**src/rtl/mem_bus_ctrl.sv**
```systemverilog
// Memory bus arbiter: muxes a fetch port and a data port onto one synchronous
// memory. Data wins by default; a starvation counter forces a fetch grant.
module mem_bus_ctrl #(
    parameter int STARVE_LIMIT = 3
) (
    input  logic        clk,
    input  logic        rst,
    input  logic        if_req,
    input  logic [15:0] if_addr,
    output logic        if_gnt,
    output logic        if_rvalid,
    output logic [15:0] if_rdata,
    input  logic        d_req,
    input  logic        d_we,
    input  logic        d_bw,
    input  logic [15:0] d_addr,
    input  logic [15:0] d_wdata,
    output logic        d_gnt,
    output logic        d_rvalid,
    output logic [15:0] d_rdata,
    output logic        d_err,
    output logic [15:0] MAB,
    output logic [15:0] MDB_wr,
    output logic        MW,
    output logic        BW,
    input  logic [15:0] MDB_rd
);
    localparam int CW = (STARVE_LIMIT < 1) ? 1 : $clog2(STARVE_LIMIT + 1);

    typedef struct packed {
        logic valid;
        logic src;   // 1 = data port, 0 = fetch port
        logic bw;
        logic hi;
    } pend_t;

    pend_t          pend_q, pend_d;
    logic [CW-1:0]  starve_q, starve_d;
    logic           starve_hit;
    logic           rsp_ok;
    logic           unused_bits;

    assign unused_bits = if_addr[0];

    always_comb begin
        starve_hit = if_req && (starve_q == CW'(STARVE_LIMIT));
        d_gnt      = !rst && d_req && !starve_hit;
        if_gnt     = !rst && if_req && !d_gnt;
        d_err      = d_gnt && !d_bw && d_addr[0];
    end

    // Bus drive; everything is derived from the grants so reset idles it too.
    always_comb begin
        MAB    = '0;
        MDB_wr = '0;
        MW     = 1'b0;
        BW     = 1'b0;
        if (if_gnt) begin
            MAB = {if_addr[15:1], 1'b0};
        end else if (d_gnt) begin
            if (d_we) begin
                MAB    = d_bw ? d_addr : {d_addr[15:1], 1'b0};
                MW     = 1'b1;
                BW     = d_bw;
                MDB_wr = d_bw ? {d_wdata[7:0], d_wdata[7:0]} : d_wdata;
            end else begin
                MAB = {d_addr[15:1], 1'b0};
            end
        end
    end

    always_comb begin
        pend_d.valid = if_gnt || (d_gnt && !d_we);
        pend_d.src   = d_gnt;
        pend_d.bw    = d_bw;
        pend_d.hi    = d_addr[0];

        starve_d = starve_q;
        if (!if_req || if_gnt)
            starve_d = '0;
        else if (d_gnt && starve_q != CW'(STARVE_LIMIT))
            starve_d = starve_q + 1'b1;
    end

    always_ff @(posedge clk) begin
        if (rst) begin
            pend_q   <= '0;
            starve_q <= '0;
        end else begin
            pend_q   <= pend_d;
            starve_q <= starve_d;
        end
    end

    // Response lane: memory data arrives the cycle after the grant.
    always_comb begin
        rsp_ok    = pend_q.valid && !rst;
        if_rvalid = rsp_ok && !pend_q.src;
        d_rvalid  = rsp_ok && pend_q.src;
        if_rdata  = if_rvalid ? MDB_rd : '0;
        d_rdata   = '0;
        if (d_rvalid) begin
            if (pend_q.bw)
                d_rdata = pend_q.hi ? {8'h00, MDB_rd[15:8]} : {8'h00, MDB_rd[7:0]};
            else
                d_rdata = MDB_rd;
        end
    end
endmodule

```
**config.mk**
```make
export PLATFORM = sky130hd
export DESIGN_NAME = mem_bus_ctrl
export DESIGN_NICKNAME = d
export VERILOG_FILES = /design/src/rtl/mem_bus_ctrl.sv
export SDC_FILE = /design/constraint.sdc
export NUM_CORES = 1
export LEC_CHECK = 0
export CORE_ASPECT_RATIO = 0.7
export CORE_MARGIN = 3
export CORE_UTILIZATION = 24
export DETAILED_ROUTE_END_ITERATION = 10
export GPL_TIMING_DRIVEN = 0
export PLACE_DENSITY_LB_ADDON = 0.15
export SLEW_MARGIN = 0
export SYNTH_ARGS = -nofsm -noshare
export SYNTH_HDL_FRONTEND = slang
export SYNTH_SLANG_ARGS = --single-unit
export TNS_END_PERCENT = 100
```
**constraint.sdc**
```tcl
create_clock -name clk -period 4.64 [get_ports clk]
set_input_delay 0.928 -clock clk [delete_from_list [all_inputs] [get_ports clk]]
set_output_delay 0.928 -clock clk [all_outputs]
set_load 0.02 [all_outputs]
```
# == Word level (Yosys, flattened, before mapping) ==
# Cells that the tools add are included.
# totals
latchBits,0
inputBits,70
romBits,0
register_bits,6
mem_bits_rw,0
output_inout_bits,71
n_memories,0
# classes
addsub,1
n_div,0
bitwise,0
order_cmp,0
multipliers,0
shifts,0
n_eq_ne,2
mux,18
n_reduce_logical,22
# ops
cell,count
$mux 16,9
$logic_and 1x1->1,12
$mux 1,8
$mux 8,1
$logic_not 1->1,7
$add 2x1->2 const B,1
$eq 2x2->1 const B,1
$logic_or 1x1->1,2
$ne 2x2->1 const B,1
$reduce_or 2->1,1

# == Logic depth before layout (Yosys ltp) ==
# Gate-level depths: netlist of run 1.
# logic_depth
word_depth,8
mapped_depth,6

# == Worst setup path after synthesis of run 1 ==
# Ideal clock, no wire load.
# synth_path
path_type,input port to output port
from,input port d_req
to,output port MAB[10]
path_buffers,1
stages,4
setup_slack_ps,1842
arrival_ps,1870
path_cell_list,nor2b_1 nor3b_2 buf_4 a22o_1
# synth_between
elab_chain_cells,5
elab_cells_between_ends,6
cone_classes,2 x mux; 4 x reduce/logical
# synth_lines
element,line_no,rtl
"start, declared",13,"input logic d_req,"
$logic_and 1x1->1 (2 in a row),47,d_gnt = !rst && d_req && !starve_hit;
$logic_not 1->1,48,if_gnt = !rst && if_req && !d_gnt;
$logic_and 1x1->1,48,
via if_gnt,10,"output logic if_gnt,"
$mux 16,58,if (if_gnt) begin
"end, declared",22,"output logic [15:0] MAB,"
# The timed path passes the listed nets, and every way through them passes these cells.

# == Final worst setup path of run 1 ==
# layout_path
from,input port rst
to,output port d_rdata[8]
# layout_between
elab_chain_cells,4
# layout_lines
element,line_no,rtl
"start, declared",7,"input logic rst,"
$logic_not 1->1,97,rsp_ok = pend_q.valid && !rst;
$logic_and 1x1->1,97,
$logic_and 1x1->1,99,d_rvalid = rsp_ok && pend_q.src;
$mux 16,102,if (d_rvalid) begin
"end, declared",20,"output logic [15:0] d_rdata,"
# Every way passes these cells.

==> results of run 1 <==
==> per-layer routing <==
metal,wire (µm),share of wire,GRT usage
met1,1810,0.40,0.225
met2,2240,0.49,0.329
met3,471,0.10,0.0881
met4,0,0,0.00748
met5,0,0,0
==> report_power, final <==
group / total [W] / switching [W] / internal [W]
logic: 0.000171 / 0.0000683 / 0.000103
clock network: 0.0000804 / 0.0000245 / 0.0000559
registers: 0.0000556 / 0.00000123 / 0.0000544
==> per-stage QoR <==
stage | total power (W) | setup slack, ns | hold WS [ns]
floorplan | 0.000120 | 1.84 | 0.405
global placement | 0.000226 | 0.641 | 0.420
detailed placement | 0.000228 | 0.643 | 0.432
CTS | 0.000309 | 0.643 | 0.437
global route | 0.000323 | 0.485 | 0.462
finish | 0.000307 | 0.660 | 0.434
==> state kept, by name, indices dropped and copies added (netlist names) <==
| register | flops |
|---|---|
| pend_q | 4 |
| starve_q | 2 |
==> worst max-delay path: stages <==
cell and delay [ns]:
clkdlybuf4s50_1 0.55, nand3b_2 0.41, nor2_1 0.37, and2_1 0.18, clkdlybuf4s50_1 0.61
==> area by class of cell <==
type,count,area [µm²]
Inverter,2,7.51
Timing Repair Buffer,139,1390
Buffer,8,45.0
Fill cell,308,963
Clock buffer,3,41.3
Multi-Input combinational cell,108,712
Tap cell,47,58.8
Sequential cell,6,120
==> placed cells by master (no fill, tap or decap), drive strengths merged <==
cell and n:
clkbuf 6, nor2b 4, nor4bb 1, clkdlybuf4s50 139
and4b 1, nor3 1, inv 2, mux2i 8
ha 1, and3b 1, and2 35, nand3b 1
nor2 10, nor3b 2, dfxtp 6, a21oi 8
buf 5, a22o 15, and3 1, nand2 10
nand3 9
==> final timing paths <==
kind | end | slack, ns | depth (start not counted)
max reg2reg | pend_q[3]$_SDFF_PP0_ | 3.26 | 6
min reg2reg | starve_q[0]$_SDFFE_PP0P_ | 0.43 | 1
min | starve_q[0]$_SDFFE_PP0P_ | 0.43 | 1
max | d_rdata[8] | 0.66 | 5
==> cells by family after synthesis <==
logic type | Yosys count | synth area share
muxes | 8 | 0.0905
buffers and inverters | 10 | 0.0594
DFF | 6 | 0.136
adders and majority gates | 1 | 0.0141
and+or+nand+nor | 76 | 0.506
AOI/OAI and AO/OA | 23 | 0.194
==> results.yml, run 1 <==
worst_setup_path:
  required_ns: 3.71
  start_kind: "primary input"
  critPathKind: "primary input to primary output"
  reg2reg_from: "starve_q[0]$_SDFFE_PP0P_"
  cp-startpoint: "rst"
  worstPathArrival_ns: 3.05
  cp_max_fo: 10
  end_kind: "primary output"
clocking:
  clk_path_buf_depth: 2
  hold_buffers: 0
  cts_buffers: 3
  cts_tree: "built"
  post_cts_buffers: 0
  cts.clk_slew.worst_paths_ns: 0.04
  cts_resized: 0
  h-tree-depth: 1
  clk_latency_ns: 0.23
  cts_sinks: 6
  cts-root-buf: "clkbuf_8"
layout:
  finish.utilization: 0.712
  final_cell_count_no_fill: 313
  fin_nets: 339
  n_antenna_cell: 0
  stdcell_area_mm2: 0.00238
  syn_to_final_growth_pct: 169
  drive_above_1_share: 0.0489
synth:
  syn_inst: 124
  ys_ff_latch: 6
  synthArstFlopShare: 0
  yosys.area.top_type_share: 0.248
  synth_edf_count: 0
  synth.area.top_cells: "and2_1 (25%), a22o_1 (15%), dfxtp_1 (14%)"
  ys_types: 24
  netlist_area_um2: 885
  synthTopCellsByCount: "and2_1 (35), a22o_1 (15), nand2_1 (10), nor2_1 (10)"
  synthFlopType: "dfxtp_1"
  ys.warnings.count: 0
  yosysMostFrequentCell: "and2_1"
  yosys.area.top_type: "and2_1"
  synth-seq-area-share: 0.136
  synth_nets: 195
  syn_avg_cell_area_um2: 7.13
drt:
  avgViaCountPerCell: 4.50
  routedWlPerCell_um: 14.5
  drtAntennaViolNets: 0
  drtPass1Iterations: 4
  routed_wl_mm: 4.52
  drc_errors: 0
  vias: 1410
  drt_iter0_markers: 24
timing:
  clock_skew_ns: 0.00268
  worst_pin_slew_ns: 0.435
  setup_violations: 0
  fmax_mhz: 251
  grt_setup_unrepaired: "no"
  fin_tns_setup_ns: 0
  final-hold-violation-count: 0
  fin_crit_ns: 3.98
  timing.final.crit_share: 0.858
  slew_headroom: 0.708
  finalMaxSlewViolations: 0
floorplan:
  die_area_mm2: 0.00446
  pin_count: 141
  start_util: 0.265
  die_height_um: 56.8
  die_w_um: 78.6
  core-area_mm2: 0.00334
  rows: 17
grt:
  grt_pass1_vias: 1342
  antenna_found_initial: 0
  grt_pass1_wl_mm: 6.73
  gr-total-overflow: 0
  grt_use_total: 0.190
  grt_max_degree: 11
power_and_ir_drop:
  power.density_mw_per_mm2: 129
  p_leak_nw: 0.963
  ir_drop_uv: 92.1
job:
  drv_cap: 0
placement:
  hpwl_mm: 3.91
  gp_congestion: 0.794
  dpl-instance-area_mm2: 0.00233
  dp.cells: 310
  portBuffers: 139
min_path:
  hold_class: "flop to flop"
  worst_hold_startpoint: "starve_q[0]$_SDFFE_PP0P_"
outcome:
  status: "finished, final reports clean"
(Power assumes the default switching activity.)
==> run 2, diff against run 1 <==
--- a/config.mk
+++ b/config.mk
@@ -7,7 +7,9 @@
 export LEC_CHECK = 0
 export CORE_ASPECT_RATIO = 0.7
 export CORE_MARGIN = 3
-export CORE_UTILIZATION = 24
+export CORE_UTILIZATION = 25
+export CTS_BUF_LIST = sky130_fd_sc_hd__clkbuf_4
+export CTS_CLUSTER_SIZE = 16
 export DETAILED_ROUTE_END_ITERATION = 10
 export GPL_TIMING_DRIVEN = 0
 export PLACE_DENSITY_LB_ADDON = 0.15
==> run 2 against run 1 <==
  * Maximum frequency fell by 0.19%
  * Worst setup slack got worse by 0.0077 ns
  * Total power fell by 11%
  * Non-clock buffer count did not move
  * First-iteration DRC count rose by 38%
  * Register-to-register slack barely moved
  * Flip-flop and latch count did not move
  * Hold slack got worse by 0.0046 ns
  * Sequential power barely moved
  * Clock skew rose by 0.00058 ns
  * Count of clock-buffer cells in the layout did not move
  * Clock power fell by 41%
==> results.yml, run 2 (same netlist as run 1, synthesis figures left out) <==
power_and_ir_drop:
  p_leak_nw: 0.956
  power.internal_w: 0.000186
  power.density_mw_per_mm2: 116
  ir_drop_uv: 59.0
  seqPwrFrac: 0.203
  p_total_w: 0.000274
  p_comb_frac: 0.625
  swShare: 0.319
  clockPowerShare: 0.172
  power_switching_w: 0.0000872
placement:
  hpwl_mm: 3.81
  portBuffers: 139
  dpl-instance-area_mm2: 0.00233
  gp_congestion: 0.776
timing:
  worst_pin_slew_ns: 0.470
  setup_violations: 0
  grt_setup_unrepaired: "no"
  clock_skew_ns: 0.00327
  fin_crit_ns: 3.99
  timing.final.crit_share: 0.860
  slew_headroom: 0.685
  fin_tns_setup_ns: 0
  finalMaxSlewViolations: 0
  fmax_mhz: 251
  final-hold-violation-count: 0
worst_setup_path:
  endpoint: "if_rdata[14]"
  cp_max_fo: 10
  required_ns: 3.71
  timing.rr.end: "pend_q[3]$_SDFF_PP0_"
  reg2reg_depth: 6
  reg2reg_from: "starve_q[0]$_SDFFE_PP0P_"
  worstPathArrival_ns: 3.06
  reg2reg_slack_ns: 3.27
  cp_slowest_cell: "clkdlybuf4s50_1"
  critical_path.max_stage_delay_ns: 0.60
  path_delay_family: "buffers and inverters"
  worstSetupPathDepth: 5
  cp_num_buf_inv: 3
  start_kind: "primary input"
  critPathKind: "primary input to primary output"
  cp_common_cell: "clkdlybuf4s50_1"
  end_kind: "primary output"
  crit_chain: "clkdlybuf4s50_1 -> nor3b_2 -> clkbuf_1 -> and2_1 -> clkdlybuf4s50_1"
  cp-startpoint: "rst"
floorplan:
  die_height_um: 55.8
  die_area_mm2: 0.00430
  pin_count: 141
  start_util: 0.270
  rows: 17
  die_w_um: 77.1
  core-area_mm2: 0.00328
clocking:
  clk_latency_ns: 0.24
  cts_resized: 0
  cts_sinks: 6
  post_cts_buffers: 0
  cts-root-buf: "clkbuf_4"
  clk_path_buf_depth: 2
  cts_tree: "built"
  cts.clk_slew.worst_paths_ns: 0.04
  hold_buffers: 0
  cts_buffers: 3
  h-tree-depth: 1
drt:
  routed_wl_mm: 4.41
  drtPass1Iterations: 4
  avgViaCountPerCell: 4.49
  drtAntennaViolNets: 0
  vias: 1404
  drc_errors: 0
  routedWlPerCell_um: 14.1
  drt_iter0_markers: 33
grt:
  antenna_found_initial: 0
  grt_pass1_wl_mm: 6.87
  gr-total-overflow: 0
  grt_max_degree: 11
  grt_pass1_vias: 1404
  grt_use_total: 0.197
layout:
  n_antenna_cell: 0
  syn_to_final_growth_pct: 166
  drive_above_1_share: 0.0489
  final_cell_mix: "clkdlybuf4s50_1 (139), and2_1 (35), a22o_1 (15), nand2_1 (10), nor2_1 (10)"
  finish.utilization: 0.720
  largest_reg_flops: 4
  stdcell_area_mm2: 0.00236
  reg_top3: "pend_q x4, starve_q x2"
  mostFrequentLayoutCell: "clkdlybuf4s50_1"
  top_register: "pend_q"
  fin_nets: 339
job:
  drv_cap: 0
min_path:
  hold_class: "flop to flop"
outcome:
  status: "finished, final reports clean"
-- run 2: stage by stage --
step / instances / hold WS [ns] / setup slack [ns]
2_1_floorplan: 124 / 0.405 / 1.84
3_3_place_gp: 310 / 0.420 / 0.649
3_5_place_dp: 310 / 0.431 / 0.629
4_1_cts: 313 / 0.437 / 0.633
5_1_grt: 313 / 0.477 / 0.465
6_report: 313 / 0.429 / 0.652
-- run 2: how the worst min path moves through the flow --
stage,startpoint,to,cells after the start
floorplan,starve_q[0]$_SDFFE_PP0P_,starve_q[0]$_SDFFE_PP0P_,1
global placement,starve_q[0]$_SDFFE_PP0P_,starve_q[0]$_SDFFE_PP0P_,1
detailed placement,starve_q[0]$_SDFFE_PP0P_,starve_q[0]$_SDFFE_PP0P_,1
CTS,starve_q[0]$_SDFFE_PP0P_,starve_q[0]$_SDFFE_PP0P_,1
global route,starve_q[0]$_SDFFE_PP0P_,starve_q[0]$_SDFFE_PP0P_,1
finish,starve_q[0]$_SDFFE_PP0P_,starve_q[0]$_SDFFE_PP0P_,1
-- run 2: power groups by stage --
stage / clock network, W / logic, W / registers, W
after floorplan: 0 / 0.0000636 / 0.0000561
after global placement: 0 / 0.000169 / 0.0000563
after detailed placement: 0 / 0.000171 / 0.0000563
after CTS: 0.0000498 / 0.000172 / 0.0000554
after global routing: 0.0000525 / 0.000181 / 0.0000557
final: 0.0000472 / 0.000171 / 0.0000554
-- run 2: routing by layer --
metal,vias to the layer above,part of all wire,routed length (µm),track usage
met5,-,0,0,0
met4,0,0.0045,20,0.0228
met3,2,0.10,444,0.0874
met2,63,0.49,2170,0.351
met1,623,0.40,1770,0.225
li1,716,-,-,-
-- run 2: cell type report --
class	count	area [µm²]
Timing Repair Buffer	139	1390
Tap cell	47	58.8
Clock buffer	3	22.5
Multi-Input combinational cell	108	712
Inverter	2	7.51
Sequential cell	6	120
Fill cell	285	918
Buffer	8	45.0
